$ cat config.mk
export PLATFORM = sky130hd
export DESIGN_NAME = ds_decode_stage_flat
export DESIGN_NICKNAME = d
export VERILOG_FILES = /design/src/rtl/ds_decode_pkg.sv /design/src/rtl/ds_decode_if.sv /design/src/rtl/ds_decode_comb.sv /design/src/rtl/ds_decode_stage.sv /design/src/flat_wrapper.sv
export SDC_FILE = /design/constraint.sdc
export NUM_CORES = 1
export LEC_CHECK = 0
export CAP_MARGIN = 10
export CORE_ASPECT_RATIO = 2
export CORE_MARGIN = 8
export CORE_UTILIZATION = 45
export CTS_CLUSTER_DIAMETER = 30
export CTS_CLUSTER_SIZE = 12
export DETAILED_ROUTE_END_ITERATION = 6
export GPL_ROUTABILITY_DRIVEN = 0
export PLACE_DENSITY = 0.77
export SYNTH_ARGS = -nofsm -noshare
export SYNTH_HDL_FRONTEND = slang
export SYNTH_SLANG_ARGS = --single-unit
$ cat constraint.sdc
create_clock -name clock_i -period 2.5 [get_ports clock_i]
set_input_delay 0.375 -clock clock_i [delete_from_list [all_inputs] [get_ports clock_i]]
set_output_delay 0.375 -clock clock_i [all_outputs]
set_load 0.02 [all_outputs]
$ cat src/rtl/ds_decode_pkg.sv
// rtl/ds_decode_pkg.sv - shared opcode, XO and operation encodings for DS-format decode
package ds_decode_pkg;

  localparam logic [5:0] OPC_LOAD  = 6'd58;
  localparam logic [5:0] OPC_STORE = 6'd62;

  localparam logic [1:0] XO_0 = 2'd0;
  localparam logic [1:0] XO_1 = 2'd1;
  localparam logic [1:0] XO_2 = 2'd2;

  localparam int OP_WIDTH = 3;

  typedef enum logic [OP_WIDTH-1:0] {
    OP_LD   = 3'd0,
    OP_LDU  = 3'd1,
    OP_LWA  = 3'd2,
    OP_STD  = 3'd3,
    OP_STDU = 3'd4,
    OP_STQ  = 3'd5
  } op_e;

endpackage

$ cat src/rtl/ds_decode_if.sv
// rtl/ds_decode_if.sv - instruction-in / decoded-payload-out handshake bundle
interface ds_decode_if
  import ds_decode_pkg::*;
#(
  parameter int regWidth         = 5,
  parameter int instructionWidth = 32,
  parameter int dataWidth        = 64,
  parameter int counterWidth     = 32
) ();

  logic                        valid_i;
  logic                        ready_o;
  logic [0:instructionWidth-1] instruction_i;
  logic                        valid_o;
  logic                        ready_i;
  logic [0:regWidth-1]         reg1_o;
  logic [0:regWidth-1]         reg2_o;
  logic                        reg2ValOrZero_o;
  logic [0:dataWidth-1]        imm_o;
  logic [0:OP_WIDTH-1]         op_o;
  logic                        isStore_o;
  logic                        isUpdate_o;
  logic                        illegal_o;
  logic [0:counterWidth-1]     decodeCount_o;
  logic [0:counterWidth-1]     illegalCount_o;

  modport slave (
    input  valid_i, instruction_i, ready_i,
    output ready_o, valid_o, reg1_o, reg2_o, reg2ValOrZero_o, imm_o, op_o,
           isStore_o, isUpdate_o, illegal_o, decodeCount_o, illegalCount_o
  );

  modport master (
    output valid_i, instruction_i, ready_i,
    input  ready_o, valid_o, reg1_o, reg2_o, reg2ValOrZero_o, imm_o, op_o,
           isStore_o, isUpdate_o, illegal_o, decodeCount_o, illegalCount_o
  );

endinterface

$ cat src/rtl/ds_decode_comb.sv
// rtl/ds_decode_comb.sv - pure combinational DS-form classifier
module ds_decode_comb
  import ds_decode_pkg::*;
#(
  parameter int opcodeWidth      = 6,
  parameter int regWidth         = 5,
  parameter int instructionWidth = 32,
  parameter int dataWidth        = 64
) (
  input  logic [0:instructionWidth-1] instruction_i,
  output logic [0:regWidth-1]         reg1_o,
  output logic [0:regWidth-1]         reg2_o,
  output logic                        reg2ValOrZero_o,
  output logic [0:dataWidth-1]        imm_o,
  output op_e                         op_o,
  output logic                        isStore_o,
  output logic                        isUpdate_o,
  output logic                        legal_o
);

  logic [0:opcodeWidth-1] opcode;
  logic [0:13]            ds;
  logic [0:1]             xo;

  assign opcode = instruction_i[0:opcodeWidth-1];
  assign reg1_o = instruction_i[opcodeWidth +: regWidth];
  assign reg2_o = instruction_i[opcodeWidth+regWidth +: regWidth];
  assign ds     = instruction_i[16:29];
  assign xo     = instruction_i[30:31];

  // The low two displacement bits are implied zero; sign comes from DS[16].
  assign imm_o = {{(dataWidth-16){ds[0]}}, ds, 2'b00};

  always_comb begin
    op_o    = OP_LD;
    legal_o = 1'b0;
    if (opcode == OPC_LOAD) begin
      case (xo)
        XO_0: begin op_o = OP_LD;  legal_o = 1'b1; end
        XO_1: begin op_o = OP_LDU; legal_o = (reg2_o != '0) && (reg2_o != reg1_o); end
        XO_2: begin op_o = OP_LWA; legal_o = 1'b1; end
        default: ;
      endcase
    end else if (opcode == OPC_STORE) begin
      case (xo)
        XO_0: begin op_o = OP_STD;  legal_o = 1'b1; end
        XO_1: begin op_o = OP_STDU; legal_o = (reg2_o != '0); end
        XO_2: begin op_o = OP_STQ;  legal_o = !reg1_o[regWidth-1]; end
        default: ;
      endcase
    end
  end

  assign isStore_o       = (op_o == OP_STD) || (op_o == OP_STDU) || (op_o == OP_STQ);
  assign isUpdate_o      = (op_o == OP_LDU) || (op_o == OP_STDU);
  assign reg2ValOrZero_o = !isUpdate_o;

endmodule

$ cat src/rtl/ds_decode_stage.sv
// rtl/ds_decode_stage.sv - handshaked DS decode stage with output register, skid slot and counters
module ds_decode_stage
  import ds_decode_pkg::*;
#(
  parameter int opcodeWidth      = 6,
  parameter int regWidth         = 5,
  parameter int instructionWidth = 32,
  parameter int dataWidth        = 64,
  parameter int counterWidth     = 32
) (
  input  logic        clock_i,
  input  logic        reset_n_i,
  input  logic        flush_i,
  ds_decode_if.slave  bus
);

  localparam int PW = 2*regWidth + 1 + dataWidth + OP_WIDTH + 2;
  localparam logic [0:counterWidth-1] CNT_ONE = 1;

  logic [0:regWidth-1]  dec_reg1, dec_reg2;
  logic                 dec_r2z, dec_store, dec_update, dec_legal;
  logic [0:dataWidth-1] dec_imm;
  op_e                  dec_op;
  logic [0:PW-1]        dec_payload;

  logic [0:PW-1]           out_q, out_d, skid_q, skid_d;
  logic                    out_valid_q, out_valid_d, skid_valid_q, skid_valid_d;
  logic                    illegal_q, illegal_d;
  logic [0:counterWidth-1] decode_cnt_q, decode_cnt_d, illegal_cnt_q, illegal_cnt_d;
  logic                    accept, drain;

  ds_decode_comb #(
    .opcodeWidth      (opcodeWidth),
    .regWidth         (regWidth),
    .instructionWidth (instructionWidth),
    .dataWidth        (dataWidth)
  ) u_comb (
    .instruction_i   (bus.instruction_i),
    .reg1_o          (dec_reg1),
    .reg2_o          (dec_reg2),
    .reg2ValOrZero_o (dec_r2z),
    .imm_o           (dec_imm),
    .op_o            (dec_op),
    .isStore_o       (dec_store),
    .isUpdate_o      (dec_update),
    .legal_o         (dec_legal)
  );

  assign dec_payload = {dec_reg1, dec_reg2, dec_r2z, dec_imm, dec_op, dec_store, dec_update};
  assign accept      = bus.valid_i && !skid_valid_q;
  assign drain       = out_valid_q && bus.ready_i;

  always_comb begin
    out_valid_d   = out_valid_q;
    skid_valid_d  = skid_valid_q;
    out_d         = out_q;
    skid_d        = skid_q;
    illegal_d     = 1'b0;
    decode_cnt_d  = decode_cnt_q;
    illegal_cnt_d = illegal_cnt_q;
    if (flush_i) begin
      out_valid_d  = 1'b0;
      skid_valid_d = 1'b0;
    end else begin
      if (accept && dec_legal) decode_cnt_d = decode_cnt_q + CNT_ONE;
      if (accept && !dec_legal) begin
        illegal_cnt_d = illegal_cnt_q + CNT_ONE;
        illegal_d     = 1'b1;
      end
      // A full skid blocks intake, so only its transfer to the output can occur.
      if (skid_valid_q) begin
        if (drain) begin
          out_d        = skid_q;
          skid_valid_d = 1'b0;
        end
      end else if (accept && dec_legal) begin
        if (!out_valid_q || drain) begin
          out_d       = dec_payload;
          out_valid_d = 1'b1;
        end else begin
          skid_d       = dec_payload;
          skid_valid_d = 1'b1;
        end
      end else if (drain) begin
        out_valid_d = 1'b0;
      end
    end
  end

  always_ff @(posedge clock_i or negedge reset_n_i) begin
    if (!reset_n_i) begin
      out_q         <= '0;
      skid_q        <= '0;
      out_valid_q   <= 1'b0;
      skid_valid_q  <= 1'b0;
      illegal_q     <= 1'b0;
      decode_cnt_q  <= '0;
      illegal_cnt_q <= '0;
    end else begin
      out_q         <= out_d;
      skid_q        <= skid_d;
      out_valid_q   <= out_valid_d;
      skid_valid_q  <= skid_valid_d;
      illegal_q     <= illegal_d;
      decode_cnt_q  <= decode_cnt_d;
      illegal_cnt_q <= illegal_cnt_d;
    end
  end

  assign bus.ready_o        = !skid_valid_q;
  assign bus.valid_o        = out_valid_q;
  assign bus.illegal_o      = illegal_q;
  assign bus.decodeCount_o  = decode_cnt_q;
  assign bus.illegalCount_o = illegal_cnt_q;
  assign {bus.reg1_o, bus.reg2_o, bus.reg2ValOrZero_o, bus.imm_o, bus.op_o,
          bus.isStore_o, bus.isUpdate_o} = out_q;

endmodule

$ cat src/flat_wrapper.sv
// flat-port wrapper written by rule: the top's interface ports become plain ports
module ds_decode_stage_flat import ds_decode_pkg::*;
#(
  parameter int opcodeWidth      = 6,
  parameter int regWidth         = 5,
  parameter int instructionWidth = 32,
  parameter int dataWidth        = 64,
  parameter int counterWidth     = 32
)
  (clock_i, reset_n_i, flush_i, bus_valid_i, bus_instruction_i, bus_ready_i, bus_ready_o, bus_valid_o, bus_reg1_o, bus_reg2_o, bus_reg2ValOrZero_o, bus_imm_o, bus_op_o, bus_isStore_o, bus_isUpdate_o, bus_illegal_o, bus_decodeCount_o, bus_illegalCount_o);
  ds_decode_if #(.regWidth(regWidth), .instructionWidth(instructionWidth), .dataWidth(dataWidth), .counterWidth(counterWidth)) bus_i ();
  input  logic clock_i;
  input  logic reset_n_i;
  input  logic flush_i;
  input wire logic [$bits(bus_i.valid_i)-1:0] bus_valid_i;
  input wire logic [$bits(bus_i.instruction_i)-1:0] bus_instruction_i;
  input wire logic [$bits(bus_i.ready_i)-1:0] bus_ready_i;
  output wire logic [$bits(bus_i.ready_o)-1:0] bus_ready_o;
  output wire logic [$bits(bus_i.valid_o)-1:0] bus_valid_o;
  output wire logic [$bits(bus_i.reg1_o)-1:0] bus_reg1_o;
  output wire logic [$bits(bus_i.reg2_o)-1:0] bus_reg2_o;
  output wire logic [$bits(bus_i.reg2ValOrZero_o)-1:0] bus_reg2ValOrZero_o;
  output wire logic [$bits(bus_i.imm_o)-1:0] bus_imm_o;
  output wire logic [$bits(bus_i.op_o)-1:0] bus_op_o;
  output wire logic [$bits(bus_i.isStore_o)-1:0] bus_isStore_o;
  output wire logic [$bits(bus_i.isUpdate_o)-1:0] bus_isUpdate_o;
  output wire logic [$bits(bus_i.illegal_o)-1:0] bus_illegal_o;
  output wire logic [$bits(bus_i.decodeCount_o)-1:0] bus_decodeCount_o;
  output wire logic [$bits(bus_i.illegalCount_o)-1:0] bus_illegalCount_o;
  assign bus_i.valid_i = bus_valid_i;
  assign bus_i.instruction_i = bus_instruction_i;
  assign bus_i.ready_i = bus_ready_i;
  assign bus_ready_o = bus_i.ready_o;
  assign bus_valid_o = bus_i.valid_o;
  assign bus_reg1_o = bus_i.reg1_o;
  assign bus_reg2_o = bus_i.reg2_o;
  assign bus_reg2ValOrZero_o = bus_i.reg2ValOrZero_o;
  assign bus_imm_o = bus_i.imm_o;
  assign bus_op_o = bus_i.op_o;
  assign bus_isStore_o = bus_i.isStore_o;
  assign bus_isUpdate_o = bus_i.isUpdate_o;
  assign bus_illegal_o = bus_i.illegal_o;
  assign bus_decodeCount_o = bus_i.decodeCount_o;
  assign bus_illegalCount_o = bus_i.illegalCount_o;
  ds_decode_stage #(.opcodeWidth(opcodeWidth), .regWidth(regWidth), .instructionWidth(instructionWidth), .dataWidth(dataWidth), .counterWidth(counterWidth)) u_core (.clock_i(clock_i), .reset_n_i(reset_n_i), .flush_i(flush_i), .bus(bus_i));
endmodule
---- Word level (Yosys, flattened, before mapping) ----
Index checks and enable logic that the tools add are counted.
cells by class
  muxes and demuxes ....................... 24
  reductions and logical operators ........ 25
  $add $sub $neg .......................... 2
  bitwise logic cells ..................... 3
  equal/unequal tests ..................... 12
operators by type and width
  operator                                                          count
  80-bit two-way mux                                                4
  32-bit by 1-bit adder with 32-bit output (second input constant)  2
  1-bit two-way mux                                                 14
  6-bit == test (second input constant)                             2
  3-bit one-hot mux with 3 select lines                             1
  4-bit AND reduction                                               2
  3-bit == test (second input constant)                             2
  3-bit two-way mux                                                 2
  1-bit logical AND                                                 5
  1-bit logical NOT                                                 5
  5-bit != test                                                     1
  5-bit nonzero test                                                1
  1-bit logical OR                                                  4
  2-bit != test (second input constant)                             2
  2-bit one-hot mux with 2 select lines                             1
  2-bit AND reduction                                               2
  2-bit nonzero test                                                2
  3-bit by 1-bit == test with 1-bit output (second input constant)  1
  3-bit by 2-bit == test with 1-bit output (second input constant)  1
  3-bit != test (second input constant)                             1
  1-bit NOT                                                         3
  1-bit one-hot mux with 3 select lines                             1
  3-bit AND reduction                                               1
  3-bit nonzero test                                                1
  5 further kinds                                                   5
storage, ports and cells
  input port bits ......................... 37
  bits in registers ....................... 225
  word-level logic and storage cells ...... 73
  output and inout port bits .............. 147

---- Longest topological paths before layout ----
  depth after elaboration ................. 10
  mapped depth ............................ 10
  gate-level depth less buffers ........... 8

---- Hierarchy ----
From an unflattened synthesis, not the netlist that was laid out.
second synthesis, totals
  cell total of the unflattened synthesis .. 913
  area total of the unflattened synthesis .. 10555.1 µm²
modules (own cells, without submodules)
  module           seq. area each (µm²)  instances  area each (µm²)  cells an instance
  ds_decode_stage  5680.4                1          9699.3           799
  ds_decode_comb   0.0                   1          855.8            114

---- Worst setup path after synthesis ----
Ideal clock, no wire load.
  kind .................................... in2reg
  start point ............................. input bus_instruction_i[0]
  end point ............................... register u_core.skid_q[11] (netlist name)
  cell stages on the path ................. 8
  library setup time ...................... 125 ps
  slack ................................... 217 ps
  data required time ...................... 2375 ps
  path buffers ............................ 1
  arrival ................................. 2159 ps
  cell sequence ........................... inv_1 ha_1 o21ba_2 nor4_1 a22oi_2 nand4_1 buf_2 mux2_2
between the ends
  word-level cells in the longest chain between the ends .. 6
  elaborated cells on any way between the ends .. 10
  those cells by class .................... eq/ne: 2; mux: 4; reduce/logical: 4
ends and longest elaborated chain
  item                                                                                RTL line                                    text
  start: declaration                                                                  flat_wrapper.sv:16                          input wire logic [$bits(bus_i.instruction_i)-1:0] bus_instruction_i;
  2-bit == test, or another cell as far along                                         ds_decode_comb.sv:38, ds_decode_comb.sv:45
  1-bit one-hot mux with 3 select lines / 2-bit OR reduction (equally long branches)  -
  1-bit two-way mux / 1-bit one-hot mux with 2 select lines (equally long branches)   ds_decode_comb.sv:44, ds_decode_comb.sv:38
  1-bit two-way mux (*)                                                               ds_decode_comb.sv:37                        if (opcode == OPC_LOAD) begin
  1-bit logical AND (*)                                                               ds_decode_stage.sv:76                       end else if (accept && dec_legal) begin
  4-bit AND reduction (no source line) (*)                                            -
  end signal: assignment                                                              ds_decode_stage.sv:101                      skid_q <= skid_d;
  end: declaration                                                                    ds_decode_stage.sv:26                       logic [0:PW-1] out_q, out_d, skid_q, skid_d;
Every way passes the cells marked *; elsewhere a longest branch is shown, timed or not.
A chain may end at the register's enable or synchronous reset.

---- Final worst setup path ----
  start point ............................. input bus_instruction_i[19]
  end point ............................... register u_core.illegal_cnt_q, in the netlist u_core.bus.illegalCount_o[13]
between the ends
  word-level cells in the longest chain between the ends .. 7
  elaborated cells on any way between the ends .. 10
  those cells by class .................... eq/ne: 1; mux: 4; reduce/logical: 5
ends and longest elaborated chain
  item                                                                               RTL line                                    text
  5-bit nonzero test / 5-bit != test (equally long branches)                         ds_decode_comb.sv:40, ds_decode_comb.sv:47
  1-bit one-hot mux with 3 select lines / 1-bit logical AND (equally long branches)  ds_decode_comb.sv:45, ds_decode_comb.sv:40
  1-bit two-way mux / 1-bit one-hot mux with 2 select lines (equally long branches)  ds_decode_comb.sv:44, ds_decode_comb.sv:38
  1-bit two-way mux (*)                                                              ds_decode_comb.sv:37
  1-bit logical NOT (*)                                                              ds_decode_stage.sv:66                       if (accept && !dec_legal) begin
  1-bit logical AND (*)                                                              ds_decode_stage.sv:66
  2-bit AND reduction (no source line) (*)                                           -
  end signal: assignment                                                             ds_decode_stage.sv:106                      illegal_cnt_q <= illegal_cnt_d;
  end: declaration                                                                   ds_decode_stage.sv:29                       logic [0:counterWidth-1] decode_cnt_q, decode_cnt_d, illegal_cnt_q, illegal_cnt_d;
Marked as above.

==> results.cfg <==
[outcome]
status = complete, no violations

[synthesis]
synth_compound_area_share_pct = 5.72
synth_top_family_by_area = simple AND/OR/NAND/NOR gates
synthAdderAreaFrac_pct = 1.39
yosys_warnings = 0
synthXorXnorAreaFrac_pct = 9.49
synth_area_per_cell_um2 = 10.6
synth-simple-area-share_pct = 15.4
yosysSeqAreaShare_pct = 50.6
netlist_area_um2 = 6280
synthArstFlopShare_pct = 100
synthFlopType = dfrtp_1
synthesis.instances = 591
synth-edff-count = 0
synth_cell_type_count = 45
synthMuxAreaShare_pct = 9.19
ys_seq_elements = 127

[worst_setup_path]
setup.worst_path.end_class = flip-flop
path_cells = clkdlybuf4s50_1, or4_4, o21ai_4, buf_6, a31oi_4, a2111o_1, nor3_2, xor2_1
cp.required_ps = 2840
rrSetupSlack_ps = 490
critical_path_class = input port to flip-flop
cpPeakStageDelay_ps = 590
arrival_ps = 2720
startpoint_type = input port
cpMaxStageDelayCell = a2111o_1
cp_max_fo = 8

[sta]
layout_setup_ws_ps = 119
rsz0062_at_grt = false
max-slew-margin-rel_pct = 57.4
finalHoldViolCount = 0
fmax_mhz = 420
tightest_slew_ps = 631
min_period_ps = 2380
drv_slew = 0
min_period_over_period_pct = 95.2
setup_viol = 0
clock_skew_ps = 9.76

[power_and_ir_drop]
power.leakage_nw = 4.08
power_switching_share_pct = 27.0
power.switching_mw = 1.50
power_density_nw_per_um2 = 624
vdd_drop_max_mv = 0.495
seqPwrFrac_pct = 40.2
p_comb_share_pct = 16.7
power.internal_mw = 4.06
clockPowerShare_pct = 43.1

[die]
die-area_um2 = 18200
die_w_um = 99.5
rows = 61
core-area_um2 = 13700
num_io_pins = 184
die_height_um = 183
initial_core_util_pct = 45.7

[placement]
pre_cts_ws_ps = -501
place_inst = 900
io_buffers = 181
post-dp-hpwl_um = 11100

[detailed_routing]
drt-total-wl_um = 15800
vias = 4896
drt-pass1-iter-count = 4
drt_iter0_markers = 207
viasPerCell = 5.22
drtAntennaViolNets = 0
drc = 0
wl_per_cell_um = 16.8

[final_layout]
multi_input_area_um2 = 2670
diodes = 0
instances_no_fill = 938
seq_area_um2 = 3180
final_cell_mix = clkdlybuf4s50_1, dfrtp_1, nand2_1
syn2layout_area_growth_pct = 42.0
fin_nets = 813
final_util_pct = 64.9
fillers = 1075
final_common_cell = clkdlybuf4s50_1
drive_gt1_share_pct = 16.5

[cts]
clkTransAtPathRegs_ps = 60
cts.htree.levels = 4
numCtsBuffers = 17
root_buffer = clkbuf_16
cts_buffer_depth = 2
cts_tree = yes
cts.sinks = 127
insertion_delay_ps = 420

[worst_hold_path]
min_path_type = input port to flip-flop

[grt]
grt_pass1_wl_um = 25700
grt.overflow.total = 0
gr-usage-all-layers_pct = 17.5
grt_max_degree = 58
grt_pass1_vias = 5158
antenna_found_initial = 0

[job]
maxCapViolCount = 0
## metal layers
layer / part of all wire (%) / up-vias / GRT usage, %
met5: 0 / - / 0
met3: 9.3 / 14 / 7.67
met1: 43 / 2390 / 20.6
met4: 1.1 / 0 / 5.43
met2: 47 / 163 / 27.9
li1: - / 2329 / -
## what timing repair did
action | 4_1_cts | 5_1_grt
endpoints found under the setup margin | 9 | 61
endpoints found under the hold margin | 28 | 0
pin swaps | 4 | 7
hold buffers | 1 | 0
buffers inserted | 2 | 3
resized for setup | 2 | 18
cloned | 0 | 1
## stage by stage
step / total power, mW / instance area [um2] / hold slack (ps) / TNS [ps]
final: 5.56 / 8920 / 400 / 0
after global routing: 5.79 / 8920 / 417 / 0
after CTS: 5.61 / 8810 / 445 / 0
after detailed placement: 3.19 / 8210 / 342 / -38900
after global placement: 3.18 / 8210 / 344 / -32390
after floorplan: 2.75 / 6280 / 79.4 / 0
## path summary, 6_finish.rpt
kind                                                           from                                        end  depth (start not counted)
hold / removal                                bus_instruction_i[18]               u_core.skid_q[7]$_DFFE_PN0P_                          3
setup reg to reg                      u_core.skid_valid_q$_DFF_PN0_  u_core.bus.illegalCount_o[13]$_DFFE_PN0P_                          6
min in group asynchronous                                 reset_n_i                u_core.out_q[9]$_DFFE_PN0P_                          2
hold reg to reg            u_core.bus.illegalCount_o[0]$_DFFE_PN0P_   u_core.bus.illegalCount_o[0]$_DFFE_PN0P_                          1
setup / recovery                              bus_instruction_i[19]  u_core.bus.illegalCount_o[13]$_DFFE_PN0P_                          8
max in group asynchronous                                 reset_n_i              u_core.skid_q[76]$_DFFE_PN0P_                          3
## power by group through the flow
stage	logic (mW)	registers, mW	clock network [mW]
CTS	0.931	2.24	2.45
detailed placement	0.921	2.27	0
floorplan	0.366	2.38	0
finish	0.931	2.24	2.39
global route	0.999	2.26	2.54
global placement	0.909	2.27	0
## flip-flops by register name, indices dropped and copies added (netlist names)
signal                     count
u_core.bus.valid_o             1
u_core.bus.illegalCount_o     32
u_core.bus.illegal_o           1
u_core.bus.decodeCount_o      32
u_core.skid_valid_q            1
u_core.skid_q                 30
u_core.out_q                  30
## cell type report
cell class	count	area share [%]
timing repair buffer	230	25.2
sequential	127	35.7
clock buffer	18	4.81
multi-input combinational	380	30.0
clock inverter	13	1.59
tap	157	2.20
inverter	13	0.547
## cell usage after synthesis (2+ instances only)
master,number,share of area (%)
a21oi_1,7,0.56
ha_1,7,1.4
and3_1,11,1.1
o21ai_0,33,2.6
a211oi_1,3,0.36
nand3_1,31,2.5
buf_4,50,6.0
inv_1,12,0.72
nor3_1,22,1.8
and2_0,2,0.20
mux2i_1,25,4.0
nand2_1,62,3.7
nor4_1,11,1.1
nand4_1,13,1.3
buf_2,5,0.40
clkbuf_1,16,0.96
nor2_1,25,1.5
mux2_2,29,5.2
nand2b_1,2,0.20
nor4b_1,2,0.28
xor2_1,48,6.7
dfrtp_1,127,51
nor2b_1,4,0.40
xnor2_1,20,2.8
and4_1,4,0.56
## cells by family after synthesis
logic type,count (synthesis)
adder cells (fa/ha/maj),7
AO/OA/AOI/OAI,54
XOR/XNOR,68
buffers and inverters,85
flip-flops,127
AND/OR/NAND/NOR,195
other,1
multiplexers,54
## worst max-delay path: cells and delay by family
kind            cells  cell delay [ps]
buf+inv             2              580
simple gates        2              700
compound gates      3              890
xor+xnor            1              160
(Power assumes the default switching activity.)
